$ cat src/rtl/irq_sched_148.sv
// irq_sched_148: 8-input edge-triggered interrupt scheduler.
// Falling edges on irq_n latch into a pending register. The highest unmasked
// pending request is granted and held until acknowledged. A one-cycle HOLD
// follows every acknowledge. eo_n lets a lower-priority stage grant when this
// stage has nothing eligible.
module irq_sched_148 (
    input  logic       clk,
    input  logic       rst,
    input  logic [7:0] irq_n,
    input  logic       ei_n,
    input  logic [7:0] mask_in,
    input  logic       mask_wr,
    input  logic       ack,
    input  logic       ovf_clr,
    output logic       irq_valid,
    output logic [2:0] vec,
    output logic       gs_n,
    output logic       eo_n,
    output logic       ovf
);

    typedef enum logic [1:0] {
        IDLE  = 2'd0,
        GRANT = 2'd1,
        HOLD  = 2'd2
    } state_t;

    state_t     state_q;
    logic [7:0] prev_n_q;
    logic [7:0] pending_q;
    logic [7:0] pending_d;
    logic [7:0] mask_q;
    logic       ovf_q;
    logic       ovf_d;
    logic       valid_q;
    logic [2:0] vec_q;

    logic [7:0] fall;
    logic [7:0] cand;
    logic [7:0] clr;
    logic       cand_any;
    logic       ovf_set;
    logic [2:0] sel;

    // A request line is new when it was high last cycle and is low now.
    assign fall     = prev_n_q & ~irq_n;
    assign cand     = pending_q & ~mask_q;
    assign cand_any = |cand;

    // Acknowledge clears only the bit currently being granted.
    genvar gi;
    generate
        for (gi = 0; gi < 8; gi++) begin : g_clr
            assign clr[gi] = (state_q == GRANT) && ack && (vec_q == 3'(gi));
        end
    endgenerate

    // A fresh edge wins over a clear of the same bit; it only overflows when
    // the bit was already pending and is not being retired this cycle.
    assign pending_d = (pending_q & ~clr) | fall;
    assign ovf_set   = |(fall & pending_q & ~clr);
    assign ovf_d     = ovf_set | (ovf_q & ~ovf_clr);

    // Priority encoder: the highest set candidate index wins.
    always_comb begin
        sel = 3'd0;
        for (int i = 0; i < 8; i++) begin
            if (cand[i]) begin
                sel = i[2:0];
            end
        end
    end

    // Edge history, pending set/clear, mask register and sticky overflow.
    always_ff @(posedge clk) begin
        if (rst) begin
            prev_n_q  <= 8'hFF;
            pending_q <= 8'h00;
            mask_q    <= 8'h00;
            ovf_q     <= 1'b0;
        end else begin
            prev_n_q  <= irq_n;
            pending_q <= pending_d;
            if (mask_wr) begin
                mask_q <= mask_in;
            end
            ovf_q     <= ovf_d;
        end
    end

    // Grant FSM with registered valid/vec; vec is frozen for the whole grant.
    always_ff @(posedge clk) begin
        if (rst) begin
            state_q <= IDLE;
            valid_q <= 1'b0;
            vec_q   <= 3'd0;
        end else begin
            case (state_q)
                IDLE: begin
                    if (!ei_n && cand_any) begin
                        state_q <= GRANT;
                        valid_q <= 1'b1;
                        vec_q   <= sel;
                    end
                end
                GRANT: begin
                    if (ack) begin
                        state_q <= HOLD;
                        valid_q <= 1'b0;
                    end
                end
                HOLD: begin
                    state_q <= IDLE;
                end
                default: begin
                    state_q <= IDLE;
                    valid_q <= 1'b0;
                end
            endcase
        end
    end

    // Cascade: pass enable down only when idle with nothing eligible here.
    assign eo_n      = ~(~ei_n & ~cand_any & (state_q == IDLE));
    assign irq_valid = valid_q;
    assign vec       = vec_q;
    assign gs_n      = ~valid_q;
    assign ovf       = ovf_q;

endmodule
$ cat config.mk
export PLATFORM = sky130hd
export DESIGN_NAME = irq_sched_148
export DESIGN_NICKNAME = d
export VERILOG_FILES = /design/src/rtl/irq_sched_148.sv
export SDC_FILE = /design/constraint.sdc
export NUM_CORES = 1
export LEC_CHECK = 0
export CELL_PAD_IN_SITES_DETAIL_PLACEMENT = 0
export CELL_PAD_IN_SITES_GLOBAL_PLACEMENT = 1
export CORE_MARGIN = 1.5
export CORE_UTILIZATION = 41
export DETAILED_ROUTE_END_ITERATION = 10
export DONT_BUFFER_PORTS = 1
export PLACE_DENSITY_LB_ADDON = 0.1
export SYNTH_ARGS = -nofsm -noshare
export SYNTH_HDL_FRONTEND = slang
export SYNTH_SLANG_ARGS = --single-unit
$ cat constraint.sdc
create_clock -name clk -period 1.3 [get_ports clk]
set_input_delay 0.26 -clock clk [delete_from_list [all_inputs] [get_ports clk]]
set_output_delay 0.26 -clock clk [all_outputs]
set_load 0.01 [all_outputs]
* After elaboration in Yosys (flattened, before gate mapping)
Cells that the tools add are included.
** Storage, ports and cells
- Flip-flop bits (word level) :: 31
- Bits of input ports :: 22
- Output and inout bits :: 7
- Logic and storage cells :: 68
** Operators by class
- Eq/ne operators :: 11
- Muxes and demuxes :: 13
- Bitwise operators :: 19
- Reduce and logical (&&, ||, !) cells :: 18
** Operators with widths (number)
- bitwise AND 8 bit :: 5
- inverter 8 bit :: 3
- two-way mux 3 bit :: 6
- OR reduction 8 bit :: 2
- equality test 3 bit, second input constant :: 4
- logical AND 1 bit :: 10
- bitwise OR 8 bit :: 1
- equality test 3 x 2 -> 1 bit, second input constant :: 2
- inverter 1 bit :: 6
- two-way mux 2 bit :: 2
- inequality test 2 bit, second input constant :: 2
- case mux 2 bit (2 select lines) :: 1
- AND reduction 2 bit :: 2
- bitwise AND 1 bit :: 3
- equality test 3 x 1 -> 1 bit, second input constant :: 1
- zero test 3 bit :: 1
- two-way mux 1 bit :: 3
- case mux 1 bit (3 select lines) :: 1
- AND reduction 3 bit :: 1
- equality test 2 x 1 -> 1 bit, second input constant :: 1
- equality test 2 bit, second input constant :: 1
- zero test 2 bit :: 1
- zero test 1 bit :: 1
- bitwise OR 1 bit :: 1

* Depth between registers and ports, before layout
Gate-level depths: netlist of run 1.
- Depth after elaboration :: 9
- Depth in mapped cells :: 6

* Worst setup path before layout of run 1
OpenSTA, ideal clock, no wires.
- Path kind :: register -> register
- From :: reg mask_q[7]
- To :: reg vec_q[0] (netlist: vec[0])
- Library setup time :: 126 ps
- Arrival time :: 1255 ps
- Slack :: -81 ps
- Cell stages (with the launch flop) :: 6
- Path through :: dfxtp_1 nand2b_2 nand4_4 o41ai_4 nor2b_1 nor3_2
** On the way
- Longest elaborated chain between the ends :: 5
- Elaborated cells between the ends (all ways) :: 6
- Classes of those cells :: mux (1); bitwise (2); reduce/logical (3)
** RTL lines
- from (decl) :: line 32 : logic [7:0] mask_q;
- from (signal assigned) :: line 85 : mask_q <= mask_in;
- inverter 8 bit * :: line 47 : assign cand = pending_q & ~mask_q;
- bitwise AND 8 bit * :: line 47
- OR reduction 8 bit :: line 48 : assign cand_any = |cand;
- logical AND 1 bit :: line 100 : if (!ei_n && cand_any) begin
- AND reduction 2 bit (no line)
- to (signal assigned) :: line 103 : vec_q <= sel;
- to (decl) :: line 36 : logic [2:0] vec_q;
Mark *: on every way between the ends. The rest lies on a longest branch, timed or not.
A chain may end at the register's enable or synchronous reset.

* Final worst setup path of run 1
- From :: reg pending_q[4]
- To :: out eo_n
** On the way
- Longest elaborated chain between the ends :: 6
** RTL lines
- from (decl) :: line 30 : logic [7:0] pending_q;
- from (signal assigned) :: line 83 : pending_q <= pending_d;
- bitwise AND 8 bit :: line 47
- OR reduction 8 bit :: line 48
- inverter 1 bit :: line 124 : assign eo_n = ~(~ei_n & ~cand_any & (state_q == IDLE));
- bitwise AND 1 bit (2 in series) :: line 124
- inverter 1 bit :: line 124
- to (decl) :: line 18 : output logic eo_n,
No other way between the ends.

==> impl_metrics.sql, run 1 <==
INSERT INTO impl_metrics (metric_group, metric, value, unit) VALUES
('outcome', 'run_status', 'complete, but fails checks', ''),
('outcome', 'failed_checks', 'setup timing', ''),
('worst_setup_path', 'cp_slowest_cell', 'dfxtp_2', ''),
('synth', 'synthMuxAreaShare', '5.98', '%'),
('synth', 'synth-xor-area-share', '0', '%'),
('worst_setup_path', 'critical_path_class', 'flip-flop to output pin', ''),
('floorplan', 'floorplan.io_pins', '29', ''),
('placement', 'dp_worst_setup_slack', '-0.132', 'ns'),
('pwr', 'cellLeakagePower', '0.721', 'nW'),
('synth', 'synth-adder-area-share', '0', '%'),
('worst_setup_path', 'reg2reg_slack', '-0.27', 'ns'),
('synth', 'syn-instance-count', '144', ''),
('synth', 'post_synth_edffs', '0', ''),
('worst_hold_path', 'min-delay-path-class', 'primary input to flip-flop', ''),
('routing', 'total_wire_length_after_detailed_routing', '3000', 'um'),
('routing', 'antenna_violating_nets_left', '0', ''),
('sta', 'shortest_clock_period_the_worst_path_allows_after_layout', '1.62', 'ns'),
('synth', 'mappedNetlistArea', '1340', 'um2'),
('final_layout', 'layout.filler_cells', '306', ''),
('placement', 'finalWeightedCongestion', '0.747', ''),
('global_route', 'first_pass_grt_wire_length', '4760', 'um'),
('clocking', 'max-clock-path-buffers', '2', ''),
('sta', 'worst_slew_pin_slew', '0.926', 'ns'),
('job', 'cap_violations', '0', ''),
('global_route', 'grt_util_all_layers', '18.5', '%'),
('synth', 'synth.distinct_cells', '34', ''),
('worst_setup_path', 'slowest_delay', '0.35', 'ns'),
('synth', 'largest_family_of_logic_cells_by_synthesized_area', 'simple AND/OR/NAND/NOR gates', ''),
('clocking', 'cts.sink_count', '31', ''),
('placement', 'io_buffer_count', '0', ''),
('global_route', 'grt_pass1_vias', '1035', ''),
('sta', 'post-route-period-util', '125', '%'),
('synth', 'ys.warnings.count', '0', ''),
('synth', 'per_instance_average_area_after_synthesis', '9.30', 'um2'),
('synth', 'most_used_flip_flop_cell_after_synthesis', 'dfxtp_1', ''),
('sta', 'grt_setup_unrepaired', 'yes', ''),
('worst_setup_path', 'critical_path_peak_fanout', '2', ''),
('sta', 'fin_worst_hold_slack', '0.0166', 'ns'),
('sta', 'hold_viol_final', '0', ''),
('global_route', 'grt_max_degree', '23', ''),
('worst_setup_path', 'end_kind', 'output pin', ''),
('sta', 'max_freq', '618', 'MHz'),
('final_layout', 'area_growth_syn_to_layout', '32.3', '%'),
('sta', 'timing.max_slew.rel_slack', '38.3', '%'),
('placement', 'dp.final_hpwl', '2030', 'um'),
('clocking', 'clk_latency', '0.34', 'ns'),
('floorplan', 'dieArea', '3620', 'um2'),
('worst_setup_path', 'start_kind', 'flip-flop', ''),
('clocking', 'cts_max_level', '2', ''),
('routing', 'drc', '0', ''),
('floorplan', 'initial_core_util', '43.5', '%'),
('synth', 'netlist_top_cells_area', 'dfxtp_1, mux2i_1, a21oi_1, nor2_1, nand2b_1', ''),
('routing', 'vias_per_cell', '4.87', ''),
('placement', 'postPlaceCellArea', '1550', 'um2'),
('final_layout', 'nets', '199', ''),
('sta', 'timing_max_transition_violations_final', '0', ''),
('routing', 'vias', '1082', ''),
('routing', 'detailedRoute.firstPassIterationCount', '4', ''),
('synth', 'area_share_of_the_largest_cell_type_after_synthesis', '46.4', '%'),
('floorplan', 'fp.coreArea', '3080', 'um2'),
('floorplan', 'num_rows', '20', ''),
('global_route', 'grt_overflow_total', '0', ''),
('sta', 'layout_setup_ws', '-0.319', 'ns'),
('synth', 'synth_top_cell_by_area', 'dfxtp_1', ''),
('sta', 'skew', '0.0146', 'ns'),
('sta', 'setup_violations', '8', ''),
('worst_setup_path', 'worst-endpoint-arrival', '1.36', 'ns'),
('final_layout', 'layout-drive-gt1-share', '40.4', '%'),
('synth', 'synthSimpleGateAreaFrac', '33.4', '%'),
('routing', 'drt-initial-drc-count', '40', ''),
('synth', 'synth-seq-area-share', '46.4', '%');
[routing by layer]
layer / vias to the layer above / wire, um / track usage, %
met5: - / 0 / 0
met4: 0 / 31 / 5.71
met3: 4 / 167 / 6.28
met2: 23 / 1420 / 29.0
met1: 495 / 1380 / 23.9
li1: 560 / - / -
[placed cells by master (no fill, tap or decap), types with 3 or more instances in the layout]
cell and count:
nand2_2 4, clkbuf_4 5, a21oi_1 10, nand3b_1 3, buf_4 27, dfxtp_2 4, nor2_1 14, nor2b_1 7
nand2b_1 7, dfxtp_1 26, or2_2 8, inv_1 3, mux2i_1 8, nand2_1 9, dlygate4sd3_1 3
[critical path: cells and delay by family (launching register included)]
kind             cells  cell delay (ns)
and+or+nand+nor      4             0.67
DFF                  1             0.35
[stage by stage]
| stage | std cells | utilization, % | total power (W) |
|---|---|---|---|
| global placement | 206 | 50.4 | 0.00143 |
| global route | 222 | 57.6 | 0.00227 |
| finish | 222 | 57.6 | 0.00216 |
| detailed placement | 206 | 50.4 | 0.00144 |
| floorplan | 144 | - | 0.00132 |
| CTS | 218 | 54.8 | 0.00213 |
[layout make-up]
| class | instances | area (um2) | area share [%] |
|---|---|---|---|
| clock buffer | 7 | 65.1 | 3.67 |
| clock inverter | 1 | 7.51 | 0.424 |
| sequential | 31 | 629 | 35.5 |
| inverter | 3 | 11.3 | 0.636 |
| tap | 44 | 55.1 | 3.11 |
| timing repair buffer | 31 | 245 | 13.8 |
| multi-input combinational | 105 | 758 | 42.8 |
[cell families (layout without fill, tap and decap cells)]
| group | after synthesis | after routing |
|---|---|---|
| simple gates | 74 | 74 |
| buf+inv | 8 | 42 |
| flops | 31 | 31 |
| compound gates | 23 | 23 |
| mux | 8 | 8 |
[power breakdown]
part	internal [W]	switching, W
logic	0.000230	0.000185
registers	0.00102	0.0000592
clock network	0.000316	0.000344
total	0.00157	0.000588
[path summary, 6_finish.rpt]
kind,start,to,cells past startpoint
setup reg to reg,pending_q[4],vec[0],6
hold / removal,rst,prev_n_q[4],1
setup / recovery,pending_q[4],eo_n,4
hold reg to reg,prev_n_q[1],pending_q[1],2
[cell usage after synthesis (4+ instances only)]
cell type,instances
mux2i_1,8
clkbuf_1,4
a21oi_1,11
nand2b_1,8
nor2_1,14
nor2b_1,8
or2_2,8
nand2_1,13
dfxtp_1,31
o21ai_0,4
[registers in the layout (all words and copies together), names as in the netlist]
name       flops
mask_q         8
pending_q      8
prev_n_q       8
vec            3
state_q        2
irq_valid      1
ovf            1
[what timing repair did]
action                                  in CTS  in global routing
hold endpoints to repair                    22                  3
pin swaps                                    3                  4
hold buffers                                 1                  3
endpoints found under the setup margin       8                 24
gates resized for setup                     10                 13
buffers inserted                             4                  1
Power figures use the tool's default switching activity.
==> run 2: changes to the inputs <==
Settings changed: RECOVER_POWER set to 25.
==> results of run 2 <==
The final DEF is identical to that of run 1; final timing and power are the same.
